<file path="config.mk">
export PLATFORM = sky130hd
export DESIGN_NAME = seg7_mux_driver
export DESIGN_NICKNAME = d
export VERILOG_FILES = /design/src/rtl/seg7_mux_driver.sv
export SDC_FILE = /design/constraint.sdc
export NUM_CORES = 1
export LEC_CHECK = 0
export BUFFER_PORTS_ARGS = -buffer_cell sky130_fd_sc_hd__buf_4
export CAP_MARGIN = 25
export CORE_MARGIN = 5
export CORE_UTILIZATION = 55
export CTS_BUF_LIST = sky130_fd_sc_hd__clkbuf_16
export DETAILED_ROUTE_END_ITERATION = 8
export PLACE_DENSITY = 0.81
export SLEW_MARGIN = 20
export SYNTH_ARGS = -nofsm -noshare
export SYNTH_HDL_FRONTEND = slang
export SYNTH_SLANG_ARGS = --single-unit
</file>
<file path="constraint.sdc">
create_clock -name clk -period 2.34 [get_ports clk]
set_clock_uncertainty 0.1 [all_clocks]
set_input_delay 0 -clock clk [delete_from_list [all_inputs] [get_ports clk]]
set_output_delay 0 -clock clk [all_outputs]
set_load 0.05 [all_outputs]
</file>
<file path="src/rtl/seg7_mux_driver.sv">
// Time-multiplexed hex 7-segment driver with frame-synchronous double buffering.
// Optional: define LEADING_ZERO_BLANK_EN to blank leading zero digits (digit0 always shown).
module seg7_mux_driver #(
  parameter int DIGITS      = 2,
  parameter int REFRESH_DIV = 50000,
  parameter bit SEG_ACT_LOW = 1'b0
) (
  input  logic                  clk,
  input  logic                  reset,
  input  logic [4*DIGITS-1:0]   value,
  input  logic [DIGITS-1:0]     dp_in,
  input  logic                  value_vld,
  output logic [6:0]            seg,
  output logic                  dp,
  output logic [DIGITS-1:0]     an,
  output logic                  frame_done
);

  localparam int CNT_W = $clog2(REFRESH_DIV);
  localparam int IDX_W = (DIGITS > 1) ? $clog2(DIGITS) : 1;

  logic [CNT_W-1:0]    cnt_q, cnt_d;
  logic [IDX_W-1:0]    idx_q, idx_d;
  logic [4*DIGITS-1:0] pval_q, pval_d, sval_q, sval_d;
  logic [DIGITS-1:0]   pdp_q, pdp_d, sdp_q, sdp_d;
  logic                pend_q, pend_d;
  logic [6:0]          seg_q, seg_d;
  logic                dp_q, dp_d;
  logic [DIGITS-1:0]   an_q, an_d;
  logic                frame_done_q;

  logic                tick, last_digit, wrap;
  logic [DIGITS-1:0]   blank;
  logic [3:0]          cur_nib;
  logic                cur_dp, cur_blank;

  function automatic logic [6:0] hexmap(input logic [3:0] n);
    case (n)
      4'h0: hexmap = 7'h3F;
      4'h1: hexmap = 7'h06;
      4'h2: hexmap = 7'h5B;
      4'h3: hexmap = 7'h4F;
      4'h4: hexmap = 7'h66;
      4'h5: hexmap = 7'h6D;
      4'h6: hexmap = 7'h7D;
      4'h7: hexmap = 7'h07;
      4'h8: hexmap = 7'h7F;
      4'h9: hexmap = 7'h6F;
      4'hA: hexmap = 7'h77;
      4'hB: hexmap = 7'h7C;
      4'hC: hexmap = 7'h39;
      4'hD: hexmap = 7'h5E;
      4'hE: hexmap = 7'h79;
      default: hexmap = 7'h71;
    endcase
  endfunction

  assign tick       = (cnt_q == CNT_W'(REFRESH_DIV - 1));
  assign last_digit = (idx_q == IDX_W'(DIGITS - 1));
  assign wrap       = tick && last_digit;

`ifdef LEADING_ZERO_BLANK_EN
  // A digit blanks only if it and every digit above it is zero.
  always_comb begin
    logic above_zero;
    blank      = '0;
    above_zero = 1'b1;
    for (int i = DIGITS - 1; i >= 1; i--) begin
      above_zero = above_zero && (sval_q[4*i +: 4] == 4'h0);
      blank[i]   = above_zero;
    end
  end
`else
  assign blank = '0;
`endif

  always_comb begin
    cur_nib   = 4'h0;
    cur_dp    = 1'b0;
    cur_blank = 1'b0;
    an_d      = '0;
    for (int i = 0; i < DIGITS; i++) begin
      if (idx_q == IDX_W'(i)) begin
        cur_nib   = sval_q[4*i +: 4];
        cur_dp    = sdp_q[i];
        cur_blank = blank[i];
        an_d[i]   = 1'b1;
      end
    end
    an_d  = an_d ^ {DIGITS{SEG_ACT_LOW}};
    seg_d = (cur_blank ? 7'h00 : hexmap(cur_nib)) ^ {7{SEG_ACT_LOW}};
    dp_d  = cur_dp ^ SEG_ACT_LOW;
  end

  // Shadow only changes on the frame wrap, so a scan never mixes two values.
  always_comb begin
    cnt_d  = tick ? '0 : cnt_q + CNT_W'(1);
    idx_d  = idx_q;
    pval_d = pval_q;
    pdp_d  = pdp_q;
    pend_d = pend_q;
    sval_d = sval_q;
    sdp_d  = sdp_q;
    if (tick) begin
      idx_d = last_digit ? '0 : idx_q + IDX_W'(1);
    end
    if (wrap) begin
      if (value_vld) begin
        sval_d = value;
        sdp_d  = dp_in;
      end else if (pend_q) begin
        sval_d = pval_q;
        sdp_d  = pdp_q;
      end
      pend_d = 1'b0;
    end else if (value_vld) begin
      pval_d = value;
      pdp_d  = dp_in;
      pend_d = 1'b1;
    end
  end

  always_ff @(posedge clk or posedge reset) begin
    if (reset) begin
      cnt_q        <= '0;
      idx_q        <= '0;
      pval_q       <= '0;
      pdp_q        <= '0;
      pend_q       <= 1'b0;
      sval_q       <= '0;
      sdp_q        <= '0;
      seg_q        <= {7{SEG_ACT_LOW}};
      dp_q         <= SEG_ACT_LOW;
      an_q         <= {DIGITS{SEG_ACT_LOW}};
      frame_done_q <= 1'b0;
    end else begin
      cnt_q        <= cnt_d;
      idx_q        <= idx_d;
      pval_q       <= pval_d;
      pdp_q        <= pdp_d;
      pend_q       <= pend_d;
      sval_q       <= sval_d;
      sdp_q        <= sdp_d;
      seg_q        <= seg_d;
      dp_q         <= dp_d;
      an_q         <= an_d;
      frame_done_q <= wrap;
    end
  end

  assign seg        = seg_q;
  assign dp         = dp_q;
  assign an         = an_q;
  assign frame_done = frame_done_q;

endmodule
</file>
After elaboration in Yosys (flattened, before gate mapping). Memories as Yosys holds them, arrays and structs flattened. A register that Yosys moved wholly into a read port is not among the register bits. Index checks and enable logic that the tools add are counted.

Register bits: 42. Input port bits: 13. Output and inout port bits: 11. Memories kept: 1. Logic and storage cells: 32. ROM bits: 112.

Eq/ne operators: 1. Multiplexer cells: 12. Bitwise gates (word level): 1. Reductions and logical operators: 5. Add/subtract/negate cells: 2.

Memories: (no name shown) (depth 16, bits a word 7, rd ports 1, clocked after Yosys merged registers in 1, wr ports 0, RTL line 38) `case (n)`.

Operators by type and width (count): $add A16 B1 Y16 const B (1); $eq A16 B16 Y1 const B (1); $mux W16 (1); $mux W8 (2); $mux W1 (6); $mux W2 (2); $mux W4 (1); $reduce_and A2 Y1 (2); $reduce_bool A2 Y1 (2); $add A1 B1 Y1 const B (1); $logic_and A1 B1 Y1 (1); $not A1 Y1 (1).

Logic depth before layout (Yosys ltp). Gate-level depths: netlist of run 1.

Word-level depth: 4. Mapped depth: 6. Mapped depth without buffers: 5.

Worst setup path before layout of run 1. OpenSTA, ideal clock, no wires.

Kind: register to register. Start point: register idx_q. End point: register seg_q[3], in the netlist seg[3]. Setup time: 0.064 ns. Arrival: 1.967 ns. Path buffers: 1. Stages on the path, launching flop included: 7. Clock period less this slack: 2.131 ns. Data required time: 2.176 ns. Path slack: 0.209 ns. Cell sequence: dfrtp_1 clkbuf_1 mux2i_1 inv_1 ha_1 mux4_2 inv_1.

Cells in the longest elaborated chain, start to end: 1.

RTL lines: from (decl) (RTL line 23) `logic [IDX_W-1:0] idx_q, idx_d;`; from (signal assigned) (RTL line 138) `idx_q <= idx_d;`; $mux W4 (RTL line 83) `if (idx_q == IDX_W'(i)) begin`; to (decl) (RTL line 27) `logic [6:0] seg_q, seg_d;`.

Every way passes these cells. A chain may end at the register's enable or synchronous reset.

Final worst setup path of run 1.
Start point: register cnt_q[5]. End point: register sval_q[4].

Cells in the longest elaborated chain, start to end: 3.

RTL lines: from (decl) (RTL line 22) `logic [CNT_W-1:0] cnt_q, cnt_d;`; from (signal assigned) (RTL line 137) `cnt_q <= cnt_d;`; $eq A16 B16 Y1 (RTL line 58) `assign tick = (cnt_q == CNT_W'(REFRESH_DIV - 1));`; $logic_and A1 B1 Y1 (RTL line 60) `assign wrap = tick && last_digit;`; $reduce_and A2 Y1 (no line); to (signal assigned) (RTL line 142) `sval_q <= sval_d;`; to (decl) (RTL line 24) `logic [4*DIGITS-1:0] pval_q, pval_d, sval_q, sval_d;`.

Every way passes these cells.

==> reports/results.txt, run 1 <==
vias in the first global route -> 1612
Ports -> 24
CTS clk-pin slew, worst paths -> 60 ps
final hold vios -> 0
Via Count -> 1527
number of antenna diodes -> 0
Worst slew margin -> 62.8%
die height -> 75.5 um
Final Util -> 71.6%
TritonCTS clock tree -> built
DRC Markers -> 0
share of layout cells above drive strength 1 -> 35.2%
fmax -> 0.459 GHz
P_leak -> 1.35 nW
Worst Hold Path Cells -> 3
slew of the pin with the lowest slew margin -> 556 ps
critical path startpoint category -> flip-flop
Core ar. -> 4090 um2
RSZ-0062 raised after global routing -> no
crit-path cells -> or4b_1 > nor4_4 > nand3b_1 > buf_4 > mux2_4
Post-Syn Area per Cell -> 13.0 um2
# rows -> 23
Setup TNS -> 0 ps
most frequent cells in the layout -> 49 x dfrtp_1, 31 x buf_4, 25 x mux2_2, 16 x nor2_1, 11 x dlygate4sd3_1
Via-to-Cell Ratio -> 5.51
Initial Util -> 57.7%
port bufs -> 23
Mapped Cells -> 181
Congestion Overflow GR -> 0
Net Count, Synth -> 202
H-tree depth -> 2
FF/Latch Area -> 1230 um2
Seq/Total Area, Yosys -> 52.0%
GP Congestion -> 0.836
Crit Path Max Fanout -> 10
initial antenna violation count -> 0
Worst Path Arrival -> 2250 ps
Yosys reg bits -> 49
CP required -> 2410 ps
final setup vio count -> 0
Synth Warn # -> 0
wire per inst -> 16.6 um
largest cells by area after synthesis -> dfrtp_1 52%, mux2_2 12%, mux2_4 6.4%, ha_1 4.2%, xnor2_1 3.0%
CP Depth -> 5
largest net degree at the start of global routing -> 22
Multi-input gate area -> 1080 um2
worst path bufs/invs -> 1
dpl hpwl -> 3.23 mm
Synth area leader -> dfrtp_1
share of the synthesized area in the top cell type -> 52.0%
routed wire length -> 4.60 mm
die footprint -> 5690 um2
Setup crit end kind -> flip-flop
outcome -> completed
clock sink count -> 49
Final ANT Viol Nets -> 0
maximum VDD drop -> 0.442 mV
Slew Limit Fails -> 0
fillcell total -> 266
WS Path Type -> reg -> reg
most common cell after layout, fill and taps aside -> dfrtp_1
gr usage total -> 18.6%
postcts setup bufs -> 0
Horiz. Die Dim -> 75.5 um
Clock Path Buffers -> 2
Root Driver -> clkbuf_16
area delta synth->final -> 24.2%
Worst-Skew Late Latency -> 290 ps
Layout Nets -> 247
CP peak stage delay -> 630 ps
slowest CP cell -> or4b_1
Final min period -> 2180 ps
pwr dens -> 602 nW/um2
CTS buffer count -> 5
Starting DRT DRC Count -> 95
Reg2Reg Depth -> 5
1st-pass router iterations -> 4
number of library cell types mapped by synthesis -> 31
Top delay family on crit path -> simple AND/OR/NAND/NOR gates
global-route wire length before repair -> 7.90 mm
post-synthesis cell area -> 2360 um2
Final period util -> 93.0%
worst min path class -> in -> reg
Max Cap Viol -> 0
## sequential cells by signal (all words and copies together) (netlist names)
register / count
cnt_q: 16
pval_q: 8
sval_q: 8
seg: 7
an: 2
pdp_q: 2
sdp_q: 2
dp: 1
frame_done: 1
idx_q: 1
pend_q: 1
## metal layers
layer | global-route usage, % | part of all wire, % | vias to the layer above
met5 | 0 | 0 | -
met1 | 24.7 | 44 | 752
li1 | - | - | 728
met4 | 6.21 | 1.7 | 0
met3 | 4.88 | 4.6 | 10
met2 | 29.7 | 50 | 37
## logic make-up after synthesis
logic type | after synthesis | synth area share, %
adders and majority gates | 8 | 4.25
buffers and inverters | 12 | 2.60
DFF | 49 | 52.0
muxes | 42 | 21.8
and+or+nand+nor | 48 | 11.8
AOI/OAI and AO/OA | 9 | 2.66
xor gates and xnor gates | 13 | 4.83
## Yosys cell counts, drive strengths merged
master / n
xnor2: 8
o22a: 2
nor3: 5
a22oi: 1
ha: 8
nor2b: 2
a21oi: 2
nand2: 5
buf: 3
nand4: 5
nor4: 4
nand4b: 1
inv: 7
nor2: 16
or4b: 2
nand3: 7
o21ai: 1
clkbuf: 2
dfrtp: 49
nand3b: 1
mux2i: 6
a22o: 1
mux4: 1
xor2: 5
mux2: 35
a31oi: 1
a211oi: 1
## power by group
part           switching, mW  total, mW  internal [mW]
combinational         0.0433      0.106         0.0624
sequential           0.00894      0.874          0.865
clock                  0.286      0.782          0.496
## cell type report
class / instances / share of cell area [%]
repair buffers: 43 / 12.7
well taps: 50 / 2.14
clock buffers: 5 / 4.28
inverters: 7 / 0.898
multi-input cells: 120 / 36.9
flip-flops and latches: 49 / 41.9
clock inverters: 3 / 1.28
## worst paths after layout
| path | end | from | slack (ps) |
|---|---|---|---|
| max in group asynchronous | pval_q[2] | reset | 1280 |
| worst max register to register | sval_q[4] | cnt_q[5] | 160 |
| worst min register to register | pend_q | pend_q | 400 |
| worst max-delay path | sval_q[4] | cnt_q[5] | 160 |
| worst min-delay path | pend_q | value_vld | 20 |
| min in group asynchronous | an[1] | reset | 150 |
## per-stage QoR
stage | area [um2] | power (mW) | cells | setup WS (ps) | hold slack [ps]
detailed placement | 2640 | 0.979 | 258 | 107 | -92.7
global route | 2930 | 1.82 | 277 | 16.3 | 78.6
floorplan | 2360 | 0.942 | 181 | 209 | 35.4
finish | 2930 | 1.76 | 277 | 163 | 22.7
global placement | 2620 | 0.966 | 257 | 184 | 81.7
CTS | 2920 | 1.78 | 277 | 45.2 | 6.13
## worst reg2reg max path, stage by stage (launching register included)
cell      delay (ps)
dfrtp_1          420
or4b_1           630
nor4_4           270
nand3b_1         110
buf_4            220
mux2_4           320
## repair_timing
item                                   CTS  global route
setup endpoints to repair                0            11
endpoints found under the hold margin   48             0
hold buffers                            11             0
resized for setup                        0             3
Note: power is estimated with default switching activity, not from simulation.
==> inputs of run 2 (changes only) <==
--- a/config.mk
+++ b/config.mk
@@ -7,11 +7,13 @@
 export LEC_CHECK = 0
 export BUFFER_PORTS_ARGS = -buffer_cell sky130_fd_sc_hd__buf_4
 export CAP_MARGIN = 25
+export CELL_PAD_IN_SITES_DETAIL_PLACEMENT = 1
+export CELL_PAD_IN_SITES_GLOBAL_PLACEMENT = 1
 export CORE_MARGIN = 5
-export CORE_UTILIZATION = 55
+export CORE_UTILIZATION = 47
 export CTS_BUF_LIST = sky130_fd_sc_hd__clkbuf_16
 export DETAILED_ROUTE_END_ITERATION = 8
-export PLACE_DENSITY = 0.81
+export PLACE_DENSITY = 0.84
 export SLEW_MARGIN = 20
 export SYNTH_ARGS = -nofsm -noshare
 export SYNTH_HDL_FRONTEND = slang
==> reports/results.txt, run 2 (synthesized netlist as in run 1, its figures left out) <==
outcome -> completed (unchanged)
CTS buffer count -> 5 (unchanged)
Initial Util -> 49.2% (was 57.7%)
H-tree depth -> 2 (unchanged)
GP Congestion -> 0.812 (was 0.836)
Reg with most FFs -> cnt_q (unchanged)
Horiz. Die Dim -> 80.8 um (was 75.5 um)
fmax -> 0.447 GHz (was 0.459 GHz)
Worst slew margin -> 45.3% (was 62.8%)
Slew Limit Fails -> 0 (unchanged)
largest net degree at the start of global routing -> 50 (was 22)
wire per inst -> 18.4 um (was 16.6 um)
CP required -> 2410 ps (about the same)
WHS -> 306 ps (was 22.7 ps)
Setup crit end kind -> flip-flop (unchanged)
slew of the pin with the lowest slew margin -> 821 ps (was 556 ps)
share of layout cells above drive strength 1 -> 36.4% (was 35.2%)
Layout Nets -> 249 (was 247)
Seq pwr share -> 49.4% (was 49.6%)
clock share of power -> 44.9% (was 44.4%)
maximum VDD drop -> 0.453 mV (was 0.442 mV)
worst min path class -> in -> async (was in -> reg)
dpl hpwl -> 3.58 mm (was 3.23 mm)
CP peak stage delay -> 570 ps (was 630 ps)
Clock Path Buffers -> 2 (unchanged)
port bufs -> 23 (unchanged)
TritonCTS clock tree -> built (unchanged)
RSZ-0062 raised after global routing -> no (unchanged)
critical path startpoint category -> flip-flop (unchanged)
DRC Markers -> 0 (unchanged)
Reg2Reg Depth -> 5 (unchanged)
# rows -> 25 (was 23)
pwr dens -> 601 nW/um2 (was 602 nW/um2)
area delta synth->final -> 25.0% (was 24.2%)
postcts setup bufs -> 0 (unchanged)
Net Switching -> 351 uW (was 338 uW)
Worst Path Arrival -> 2310 ps (was 2250 ps)
gr usage total -> 18.9% (was 18.6%)
global-route wire length before repair -> 9.23 mm (was 7.90 mm)
Setup TNS -> 0 ps (unchanged)
Via-to-Cell Ratio -> 5.22 (was 5.51)
initial antenna violation count -> 0 (unchanged)
slowest CP cell -> or4b_4 (was or4b_1)
1st-pass router iterations -> 4 (unchanged)
final hold vios -> 0 (unchanged)
Via Count -> 1540 (was 1527)
Final ANT Viol Nets -> 0 (unchanged)
FF-to-FF End -> sval_q[3] (was sval_q[4])
crit-path cells -> or4b_4 > nor4_4 > nand3b_1 > buf_4 > mux2_4 (was or4b_1 > nor4_4 > nand3b_1 > buf_4 > mux2_4)
clock sink count -> 49 (unchanged)
WS Path Type -> reg -> reg (unchanged)
max reg flops -> 16 (unchanged)
die footprint -> 6530 um2 (was 5690 um2)
most frequent cells in the layout -> 49 x dfrtp_1, 33 x buf_4, 25 x mux2_2, 16 x nor2_1, 12 x dlygate4sd3_1 (was 49 x dfrtp_1, 31 x buf_4, 25 x mux2_2, 16 x nor2_1, 11 x dlygate4sd3_1)
Largest regs -> cnt_q (16), pval_q (8), sval_q (8) (unchanged)
Max Cap Viol -> 0 (unchanged)
Congestion Overflow GR -> 0 (unchanged)
Root Driver -> clkbuf_16 (unchanged)
number of antenna diodes -> 0 (unchanged)
final setup vio count -> 0 (unchanged)
Core ar. -> 4790 um2 (was 4090 um2)
final worst slack -> 102 ps (was 163 ps)
Final min period -> 2240 ps (was 2180 ps)
logic gate share of total power -> 5.7% (was 6.0%)
worst path bufs/invs -> 1 (unchanged)
P_int -> 1.42 mW (about the same)
die height -> 80.8 um (was 75.5 um)
routed wire length -> 5.42 mm (was 4.60 mm)
Place WS -> -2.83 ps (was 107 ps)
CTS clk-pin slew, worst paths -> 60 ps (about the same)
vias in the first global route -> 1779 (was 1612)
r2r startpoint -> cnt_q[12] (was cnt_q[5])
P_leak -> 1.35 nW (about the same)
Final period util -> 95.6% (was 93.0%)
Crit. Startpoint -> cnt_q[12] (was cnt_q[5])
Crit Path Max Fanout -> 8 (was 10)
Starting DRT DRC Count -> 78 (was 95)
Ports -> 24 (unchanged)
Worst-Skew Late Latency -> 290 ps (about the same)
Top delay family on crit path -> simple AND/OR/NAND/NOR gates (unchanged)
r2r setup slk -> 100 ps (was 160 ps)
most common cell after layout, fill and taps aside -> dfrtp_1 (unchanged)
switch share -> 19.9% (was 19.2%)
## run 2: cell count changes in the layout (fill, tap and decap cells not counted)
| cell | previous run | this run |
|---|---|---|
| or4b_4 | 1 | 2 |
| buf_4 | 31 | 33 |
| clkinv_2 | 0 | 2 |
| or4b_1 | 1 | 0 |
| clkinv_1 | 2 | 0 |
| inv_1 | 7 | 6 |
| mux2i_2 | 2 | 1 |
| dlygate4sd3_1 | 11 | 12 |
| mux2i_1 | 4 | 5 |
| buf_16 | 1 | 0 |
## run 2: routing by layer
| metal | vias to the layer above | wire (um) | global-route usage (%) | part of all wire, % |
|---|---|---|---|---|
| met2 | 28 | 2940 | 35.1 | 54 |
| met3 | 7 | 170 | 3.99 | 3.1 |
| met4 | 0 | 71 | 5.07 | 1.3 |
| met5 | - | 0 | 0 | 0 |
| met1 | 779 | 2240 | 22.0 | 41 |
| li1 | 726 | - | - | - |
## run 2: stage by stage
step                instance area (um2)  utilization (%)  std cells  power, mW
floorplan                          2360                -        181      0.942
global placement                   2650             55.4        276      0.966
detailed placement                 2650             55.4        276      0.974
CTS                                2940             61.3        295       1.78
global route                       2940             61.5        295       1.84
finish                             2940             61.5        295       1.77
## run 2: worst min-delay path: stages
cell           delay (ps)
dlygate4sd3_1         540
buf_4                 130
clkinv_2              530
## run 2: power groups by stage
stage                     logic [mW]  registers [mW]  clock network (mW)
after floorplan               0.0568           0.885                   0
after global placement        0.0789           0.887                   0
after detailed placement      0.0847           0.889                   0
after CTS                      0.102           0.873               0.805
after global routing           0.114           0.875               0.846
final                          0.101           0.874               0.795
## run 2: how the worst max path moves through the flow
stage,endpoint,slack (ps),depth (start not counted)
2_1_floorplan,seg[3],210,6
3_3_place_gp,sval_q[1],140,5
3_5_place_dp,pdp_q[1],-3,5
4_1_cts,sval_q[6],60,5
5_1_grt,sval_q[3],10,5
6_report,sval_q[3],100,5
## run 2: cell type report
class | count | area (um2)
Clock inverter | 2 | 35.0
Tap cell | 67 | 83.8
Inverter | 7 | 27.5
Fill cell | 466 | 1840
Clock buffer | 5 | 125
Sequential cell | 49 | 1230
Timing Repair Buffer | 45 | 368
Multi-Input combinational cell | 120 | 1080
## run 2: timing repair
| action | CTS | global route |
|---|---|---|
| cloned | 0 | 0 |
| hold buffers | 12 | 0 |
| endpoints found under the hold margin | 67 | 0 |
| setup endpoints to repair | 7 | 9 |
| gates resized for setup | 1 | 2 |
